==> config.mk <==
export PLATFORM = sky130hd
export DESIGN_NAME = shared_reg_arbiter
export DESIGN_NICKNAME = d
export VERILOG_FILES = /design/src/rtl/shared_reg_arbiter.sv
export SDC_FILE = /design/constraint.sdc
export NUM_CORES = 1
export LEC_CHECK = 0
export BUFFER_PORTS_ARGS = -buffer_cell sky130_fd_sc_hd__buf_2
export CAP_MARGIN = 20
export CORE_ASPECT_RATIO = 1.5
export CORE_MARGIN = 3
export CORE_UTILIZATION = 35
export DETAILED_ROUTE_END_ITERATION = 7
export HOLD_SLACK_MARGIN = 0.08
export MAX_ROUTING_LAYER = met4
export SETUP_SLACK_MARGIN = 0.4
export SYNTH_ARGS = -nofsm -noshare
export SYNTH_HDL_FRONTEND = slang
export SYNTH_SLANG_ARGS = --single-unit
==> constraint.sdc <==
create_clock -name clk -period 3.9 [get_ports clk]
set_input_delay 0.78 -clock clk [delete_from_list [all_inputs] [get_ports clk]]
set_output_delay 0.78 -clock clk [all_outputs]
set_load 0.005 [all_outputs]
==> src/rtl/shared_reg_arbiter.sv <==
// Round-robin arbiter that lets one requester at a time load a shared capture
// register. Bursts are capped at MAX_HOLD beats, then the grant rotates.
module shared_reg_arbiter #(
  parameter int NUM_REQ  = 4,
  parameter int DATA_W   = 8,
  parameter int MAX_HOLD = 4
) (
  input  logic                        clk,
  input  logic                        reset,
  input  logic [NUM_REQ-1:0]          req_i,
  input  logic [NUM_REQ*DATA_W-1:0]   data_i,
  output logic [NUM_REQ-1:0]          gnt_o,
  output logic [DATA_W-1:0]           q_o,
  output logic                        q_valid_o,
  output logic                        busy_o
);
  localparam int IW = $clog2(NUM_REQ);
  localparam int CW = $clog2(MAX_HOLD + 1);

  typedef enum logic {IDLE, GRANT} state_t;

  state_t                           state, state_nxt;
  logic [IW-1:0]                    owner, owner_nxt, ptr, ptr_nxt, ptr_rel;
  logic [CW-1:0]                    cnt, cnt_nxt;
  logic [NUM_REQ-1:0]               gnt_nxt, masked;
  logic [NUM_REQ-1:0][DATA_W-1:0]   lane;
  logic                             beat, last;

  for (genvar g = 0; g < NUM_REQ; g++) begin : g_lane
    assign lane[g] = data_i[g*DATA_W +: DATA_W];
  end

  // First set bit of r, scanning upward from base and wrapping.
  function automatic logic [IW-1:0] rr_pick(input logic [NUM_REQ-1:0] r,
                                            input logic [IW-1:0] base);
    logic [IW-1:0] idx;
    logic          hit;
    rr_pick = base;
    hit     = 1'b0;
    for (int i = 0; i < NUM_REQ; i++) begin
      idx = IW'((int'(base) + i) % NUM_REQ);
      if (!hit && r[idx]) begin
        rr_pick = idx;
        hit     = 1'b1;
      end
    end
  endfunction

  assign beat    = (state == GRANT) && req_i[owner];
  assign last    = beat && (cnt == CW'(MAX_HOLD - 1));
  assign ptr_rel = (owner == IW'(NUM_REQ - 1)) ? '0 : owner + 1'b1;
  assign masked  = req_i & ~(NUM_REQ'(1) << owner);
  assign busy_o  = |gnt_o;

  always_comb begin
    state_nxt = state;
    owner_nxt = owner;
    ptr_nxt   = ptr;
    cnt_nxt   = cnt;
    gnt_nxt   = '0;
    case (state)
      IDLE: begin
        if (|req_i) begin
          state_nxt = GRANT;
          owner_nxt = rr_pick(req_i, ptr);
          cnt_nxt   = '0;
        end
      end
      GRANT: begin
        if (beat) cnt_nxt = cnt + 1'b1;
        if (!beat || last) begin
          ptr_nxt = ptr_rel;
          cnt_nxt = '0;
          // Others get first shot; the old owner only keeps it when alone.
          if (|masked)   owner_nxt = rr_pick(masked, ptr_rel);
          else if (beat) owner_nxt = owner;
          else           state_nxt = IDLE;
        end
      end
      default: state_nxt = IDLE;
    endcase
    if (state_nxt == GRANT) gnt_nxt[owner_nxt] = 1'b1;
  end

  always_ff @(posedge clk) begin
    if (!reset) begin
      state     <= IDLE;
      owner     <= '0;
      ptr       <= '0;
      cnt       <= '0;
      gnt_o     <= '0;
      q_o       <= '0;
      q_valid_o <= 1'b0;
    end else begin
      state     <= state_nxt;
      owner     <= owner_nxt;
      ptr       <= ptr_nxt;
      cnt       <= cnt_nxt;
      gnt_o     <= gnt_nxt;
      q_valid_o <= beat;
      if (beat) q_o <= lane[owner];
    end
  end
endmodule

# Word-level counts from Yosys, hierarchy flattened
# Index checks and enable logic that the tools add are counted.
# word_totals
reg_bits,21
input_bits,38
output_inout_bits,14
elab_cells,120
# op_classes
add_sub_neg,8
order_cmp,11
eq_ne,4
n_shift,1
muxes,63
n_bitwise,3
n_reduce_logical,23
# op_table
cell,n
1-bit two-way mux,35
"2-bit by 3-bit < comparator with 1-bit output, second input constant",10
2-bit two-way mux,10
1-bit binary-select mux with 2-bit select,9
8-bit binary-select mux with 2-bit select,1
4-bit OR reduction,3
1-bit logical AND,9
3-bit two-way mux,3
"2-bit adder, second input constant",4
8-bit two-way mux,1
1-bit zero test,7
"2-bit by 1-bit adder with 2-bit output, second input constant",3
3-bit case mux with 2 select lines,1
2-bit AND reduction,3
4-bit AND,1
4-bit NOT,1
2-bit case mux with 2 select lines,1
"1-bit by 2-bit left shift with 4-bit output, first input constant",1
"3-bit by 1-bit adder with 3-bit output, second input constant",1
"3-bit by 2-bit equality test with 1-bit output, second input constant",1
"3-bit by 1-bit != test with 1-bit output, second input constant",1
1-bit demux with 2-bit select,1
"2-bit equality test, second input constant",1
"2-bit by 1-bit greater-or-equal comparator with 1-bit output, second input constant",1
other kinds (4),4

# Longest topological paths before layout
# Gate-level depths: netlist of run 1.
# depth
ltp_word,31
ltp_mapped,12
mapped_depth_nobuf,9

# Least setup slack after synthesis of run 1
# OpenSTA, ideal clock, no wires.
# synth_timing
path_type,register to register
start,register owner[0]
end,register gnt_o[3]
setup_ns,0.063
t_arrival_ns,2.502
t_required_ns,3.837
slack_ns,1.335
stages_incl_launch_ff,12
path_buffers,2
period_less_slack_ns,2.565
path_cell_list,dfxtp_1 > buf_6 > buf_2 > inv_1 > ha_1 > and2b_4 > o22ai_1 > and3_4 > or4_4 > o221a_4 > nand2b_4 > nor2_2
# synth_between
elab_chain_cells,31
elab_cells_between_ends,59
classes_between,4 x add/sub; 2 x order compare; 1 x eq/ne; 1 x shift; 36 x mux; 2 x bitwise; 13 x reduce/logical
# synth_rtl
item,line_no,text
"start, declared",23,"logic [IW-1:0] owner, owner_nxt, ptr, ptr_nxt, ptr_rel;"
"start signal, assigned",96,owner <= owner_nxt;
branches (longest 31 deep; another with 2-bit by 1-bit adder with 2-bit output),n/a,
"end signal, assigned",99,gnt_o <= gnt_nxt;
"end, declared",12,"output logic [NUM_REQ-1:0] gnt_o,"
# Parallel ways; which one is timed is not known. The select of a mux whose other input is x is not followed.
# A chain may end at the register's enable or synchronous reset.

# Final worst setup path of run 1
# layout_timing
start,register owner[1]
end,register gnt_o[1]
# Same word-level chain as after synthesis.

==> results of run 1 <==
logic make-up (layout without fill, tap and decap cells):
| kind of cell | count (synthesis) | after routing | share of synthesized area [%] |
|---|---|---|---|
| flip-flops | 21 | 21 | 28.0 |
| AND/OR/NAND/NOR | 70 | 70 | 25.2 |
| multiplexers | 16 | 16 | 18.2 |
| buffers and inverters | 20 | 67 | 6.16 |
| adder cells (fa/ha/maj) | 6 | 6 | 5.00 |
| AO/OA/AOI/OAI | 37 | 37 | 17.5 |
cell type report:
cell class                      count  area, um2  area share, %
Clock buffer                        3       41.3           2.27
Clock inverter                      1       5.00          0.275
Inverter                           11       41.3           2.27
Multi-Input combinational cell    129        990           54.5
Sequential cell                    21        420           23.1
Tap cell                           45       56.3           3.10
Timing Repair Buffer               52        263           14.5
worst min-delay path, stage by stage (launching register included):
cell and delay [ps]:
dfxtp_1 320, nand2_1 50, a21oi_1 50
cell usage in the layout (no fill, tap or decap), drive strengths merged, types with 2 or more instances in the layout:
cell	instances
o22ai	2
nand2b	4
buf	52
inv	10
o21ai	6
o211ai	2
a211oi	2
or4	2
nor2	29
and3	2
nor3b	2
dfxtp	21
nor2b	3
ha	6
nand2	9
mux4	9
clkbuf	3
mux2i	7
nor3	3
nand4	2
clkinv	2
a21oi	14
or2	2
nand3	7
worst paths after layout:
check	slack, ps	endpoint	from
setup / recovery	1160	gnt_o[1]	owner[1]
hold / removal	470	q_o[4]	q_o[4]
setup reg to reg	1160	gnt_o[1]	owner[1]
hold reg to reg	470	q_o[4]	q_o[4]
power breakdown:
part,switching (W),internal (W),leakage [nW]
registers,0.0000403,0.000250,0.172
clock network,0.0000739,0.0000712,0.0255
logic,0.000213,0.000208,0.626
per-layer routing:
metal / vias up / global-route usage [%]
met5: - / -
met3: 6 / 1.94
met1: 671 / 19.7
li1: 714 / -
met4: 0 / 5.24
met2: 75 / 27.1
sequential cells by signal (all words and copies together) (netlist names):
name       cells
state          1
gnt_o          4
cnt            3
q_o            8
ptr            2
q_valid_o      1
owner          2
per-stage QoR:
step,utilization (%),power [W]
after global placement,43.9,0.000720
after floorplan,-,0.000610
final,45.1,0.000856
after detailed placement,43.9,0.000716
after global routing,45.1,0.000929
after CTS,45.1,0.000863
==> flow_summary.json, run 1 <==
{
  "status": "finished clean",
  "final_area_um2": 1820,
  "syn_area_um2": 1500,
  "ioPinCount": 52,
  "initial_core_util_pct": 37.3,
  "cts-htree-levels": 1,
  "max_stage_delay_ps": 710,
  "slew_violations": 0,
  "cts.path.max_buffers": 2,
  "synth_fp_nets": 214,
  "numClockSinks": 21,
  "grt_pass1_vias": 1379,
  "ys_async_sr_fraction_pct": 0,
  "dieWidth_um": 59.5,
  "cts-buffers-inserted": 3,
  "layout-drive-gt1-share_pct": 35.5,
  "hold_depth": 2,
  "dp_hpwl_um": 2940,
  "clkTransAtPathRegs_ps": 80,
  "avgSynthCellArea_um2": 8.84,
  "synth_top_area_cell": "dfxtp_1",
  "firstDrtPassIters": 4,
  "clock_latency_ps": 260,
  "end_kind": "flop",
  "yosysWarnings": 0,
  "whs_ps": 469,
  "crit_family": "simple AND/OR/NAND/NOR gates",
  "yosys.cell_count.top_type": "nor2_1",
  "p_leak_nw": 0.824,
  "dp_cells": 258,
  "ys_seq_area_share_pct": 28.0,
  "postCtsSetupBuffers": 0,
  "vias": 1466,
  "wl_met3_um": 282,
  "drc_errors": 0,
  "grt_overflow": 0,
  "detail_route.iter0.violations": 47,
  "setup_viol": 0,
  "port_buffers": 51,
  "gp_congestion": 0.866,
  "antenna_left": 0,
  "crit_path_max_fanout": 13,
  "r2r_cells": 8,
  "cts_tree": "done",
  "grt_usage_pct": 16.1,
  "wl_per_cell_um": 14.2,
  "maxCapViolCount": 0,
  "finalCriticalPeriod_ps": 2740,
  "crit_top_cell": "nor2_2",
  "fmaxAchievable_ghz": 0.365,
  "die_y_um": 86.3,
  "pwr_density_cell_nw_per_um2": 471,
  "fillers": 408,
  "rows": 28,
  "viasPerCell": 5.60,
  "finalNetCount": 262,
  "wl_met2_um": 1810,
  "place_area_um2": 1770,
  "hold_viol_final": 0,
  "worstHoldPathType": "flop to flop",
  "postSynthCellCount": 170,
  "area_growth_pct": 20.9,
  "relSlewSlack_pct": 45.1,
  "core-area_um2": 4030,
  "min_period_over_period_pct": 70.2,
  "grt_max_degree": 18,
  "routedLengthMet1_um": 1590,
  "instances_no_fill": 262,
  "ys_ff_latch": 21,
  "path_depth": 8,
  "cp.arrival_ps": 2950,
  "place_ws_ps": 1200,
  "clock_skew_ps": 1.68,
  "path_cells": "ha_1 -> nor2_2 -> a2bb2oi_2 -> a21oi_1 -> or4_4 -> o221a_4 -> nand2b_4 -> nor2_2",
  "cp_slowest_cell": "dfxtp_1",
  "synth.distinct_cells": 49,
  "synth-main-ff-cell": "dfxtp_1",
  "synth_commonest_cells": "26 x nor2_1, 21 x dfxtp_1, 14 x a21oi_1",
  "finalWorstSetupSlack_ps": 1160,
  "cts_resized": 0,
  "synth_top_area_share_pct": 28.0,
  "grt_setup_unrepaired": "no",
  "antenna_cells": 0,
  "synth_edf_count": 0,
  "max-vdd-ir-drop_v": 0.000306,
  "netlist_top_cells_area": "dfxtp_1 28%, mux4_2 13%, nor2_1 6.5%, ha_1 5.0%, a21oi_1 4.7%",
  "top_layer": "met4",
  "cp-start-kind": "flop",
  "clockRootBuffer": "clkbuf_8",
  "tns_ps": 0,
  "antenna_found_initial": 0,
  "worst_pin_slew_ps": 811,
  "grt_pass1_wl_um": 6290,
  "drt-total-wl_um": 3730,
  "crit_buf_inv": 0,
  "die_area_um2": 5130,
  "crit_type": "flop to flop",
  "required_ps": 4110,
  "cts_hold_buf": 0
}
(Power assumes the default switching activity.)
==> run 2: changes to the inputs <==
Clock period 3.9 ns to 2.52 ns, I/O delays scaled along.
==> run 2 against run 1 <==
Compared with the run above: critical endpoint unchanged; sequential share of layout area down 1.5 points; hold slack got worse by 2.8 ps; final cell count up 3.8%; register-to-register slack got worse by 750 ps; critical path type unchanged; sequential power rose by 50%; worst setup slack worse by 750 ps; highest routed layer unchanged; non-clock buffer count increased by 10; clock skew grew 1.7 ps; count of clock-buffer cells in the layout did not move.
==> flow_summary.json, run 2 (same netlist as run 1, synthesis figures left out) <==
{
  "status": "finished clean",
  "drc_errors": 0,
  "die_area_um2": 5130,
  "rows": 28,
  "setup_viol": 0,
  "fmaxAchievable_ghz": 0.474,
  "clockRootBuffer": "clkbuf_8",
  "cts.path.max_buffers": 2,
  "area_growth_pct": 31.6,
  "antenna_found_initial": 0,
  "antenna_left": 0,
  "crit_path_max_fanout": 6,
  "wl_per_cell_um": 14.9,
  "min_period_over_period_pct": 83.8,
  "cts_hold_buf": 0,
  "cts-buffers-inserted": 3,
  "initial_core_util_pct": 37.3,
  "cts_tree": "done",
  "slew_violations": 0,
  "max-vdd-ir-drop_v": 0.000394,
  "worst_pin_slew_ps": 447,
  "largest_reg_flops": 8,
  "die_y_um": 86.3,
  "crit_family": "simple AND/OR/NAND/NOR gates",
  "dieWidth_um": 59.5,
  "finalCriticalPeriod_ps": 2110,
  "port_buffers": 51,
  "grt_setup_unrepaired": "yes",
  "cp.arrival_ps": 2320,
  "crit_buf_inv": 1,
  "gp_congestion": 0.921,
  "cp-start-kind": "flop",
  "clock_skew_ps": 3.42,
  "worstHoldPathType": "flop to flop",
  "grt_overflow": 0,
  "numClockSinks": 21,
  "layout_common_cells": "51 x buf_2, 26 x nor2_1, 19 x dfxtp_1",
  "drt-total-wl_um": 4070,
  "tns_ps": 0,
  "maxCapViolCount": 0,
  "path_cells": "inv_4 -> ha_4 -> and2b_4 -> a2bb2oi_4 -> a21oi_2 -> or4_4 -> o221a_4 -> nand2b_4 -> nor2_2",
  "viasPerCell": 5.58,
  "relSlewSlack_pct": 70.2,
  "cp_slowest_cell": "or4_4",
  "reg_top3": "q_o (8), gnt_o (4), cnt (3)",
  "p_leak_nw": 0.894,
  "max_stage_delay_ps": 530,
  "finalNetCount": 272,
  "end_kind": "flop",
  "crit_type": "flop to flop",
  "layout.cells.most_common": "buf_2",
  "grt_max_degree": 17,
  "grt_usage_pct": 16.8,
  "r2r_slack_ps": 410,
  "grt_pass1_wl_um": 6460,
  "cts-htree-levels": 1,
  "grt_pass1_vias": 1544,
  "clock_latency_ps": 260,
  "pwr_density_cell_nw_per_um2": 726,
  "vias": 1519,
  "utilization_pct": 49.1,
  "clkTransAtPathRegs_ps": 80,
  "layout-drive-gt1-share_pct": 44.9,
  "ioPinCount": 52,
  "hold_viol_final": 0,
  "dp_hpwl_um": 3280,
  "required_ps": 2730,
  "detail_route.iter0.violations": 56,
  "largest-register": "q_o",
  "firstDrtPassIters": 4,
  "core-area_um2": 4030,
  "antenna_cells": 0
}
==> run 2: worst min-delay path, cell delays in order (launching register included) <==
cell and delay [ps]:
dfxtp_1 320, nand2_1 50, a21oi_1 60
==> run 2: stage by stage <==
stage | total power (W) | setup slack (ps) | instance area [um2] | cells | hold slack (ps)
floorplan | 0.000997 | 214 | 1560 | 170 | 453
global placement | 0.00116 | 131 | 1860 | 266 | 443
detailed placement | 0.00116 | 161 | 1860 | 266 | 454
CTS | 0.00141 | 409 | 1930 | 272 | 467
global route | 0.00155 | 336 | 1980 | 272 | 493
finish | 0.00144 | 409 | 1980 | 272 | 467
==> run 2: area by class of cell <==
type,instances,area [um2]
Clock inverter,1,5.00
Multi-Input combinational cell,129,1070
Fill cell,389,2050
Tap cell,45,56.3
Timing Repair Buffer,62,338
Sequential cell,21,428
Inverter,11,43.8
Clock buffer,3,41.3
==> run 2: worst paths after layout <==
| kind | endpoint | start | cells after the start |
|---|---|---|---|
| max reg2reg | gnt_o[1] | owner[0] | 9 |
| min reg2reg | q_o[4] | q_o[4] | 2 |
| max | gnt_o[1] | owner[0] | 9 |
| min | q_o[4] | q_o[4] | 2 |
==> run 2: layer usage <==
| layer | vias to the layer above | share of wire (%) | track usage, % |
|---|---|---|---|
| li1 | 739 | - | - |
| met1 | 701 | 37 | 16.7 |
| met2 | 69 | 55 | 31.0 |
| met3 | 10 | 6.2 | 2.53 |
| met4 | 0 | 2.3 | 7.46 |
| met5 | - | 0 | - |
==> run 2: power by group <==
group	internal, W	switching (W)	leakage, nW
clock network	0.000110	0.000110	0.0255
registers	0.000391	0.0000450	0.173
logic	0.000399	0.000382	0.695
==> run 2: what timing repair did <==
action                     CTS  global route
pin swaps                    2             6
buffers inserted             2             0
gates resized for setup      6            10
setup endpoints to repair    5             5
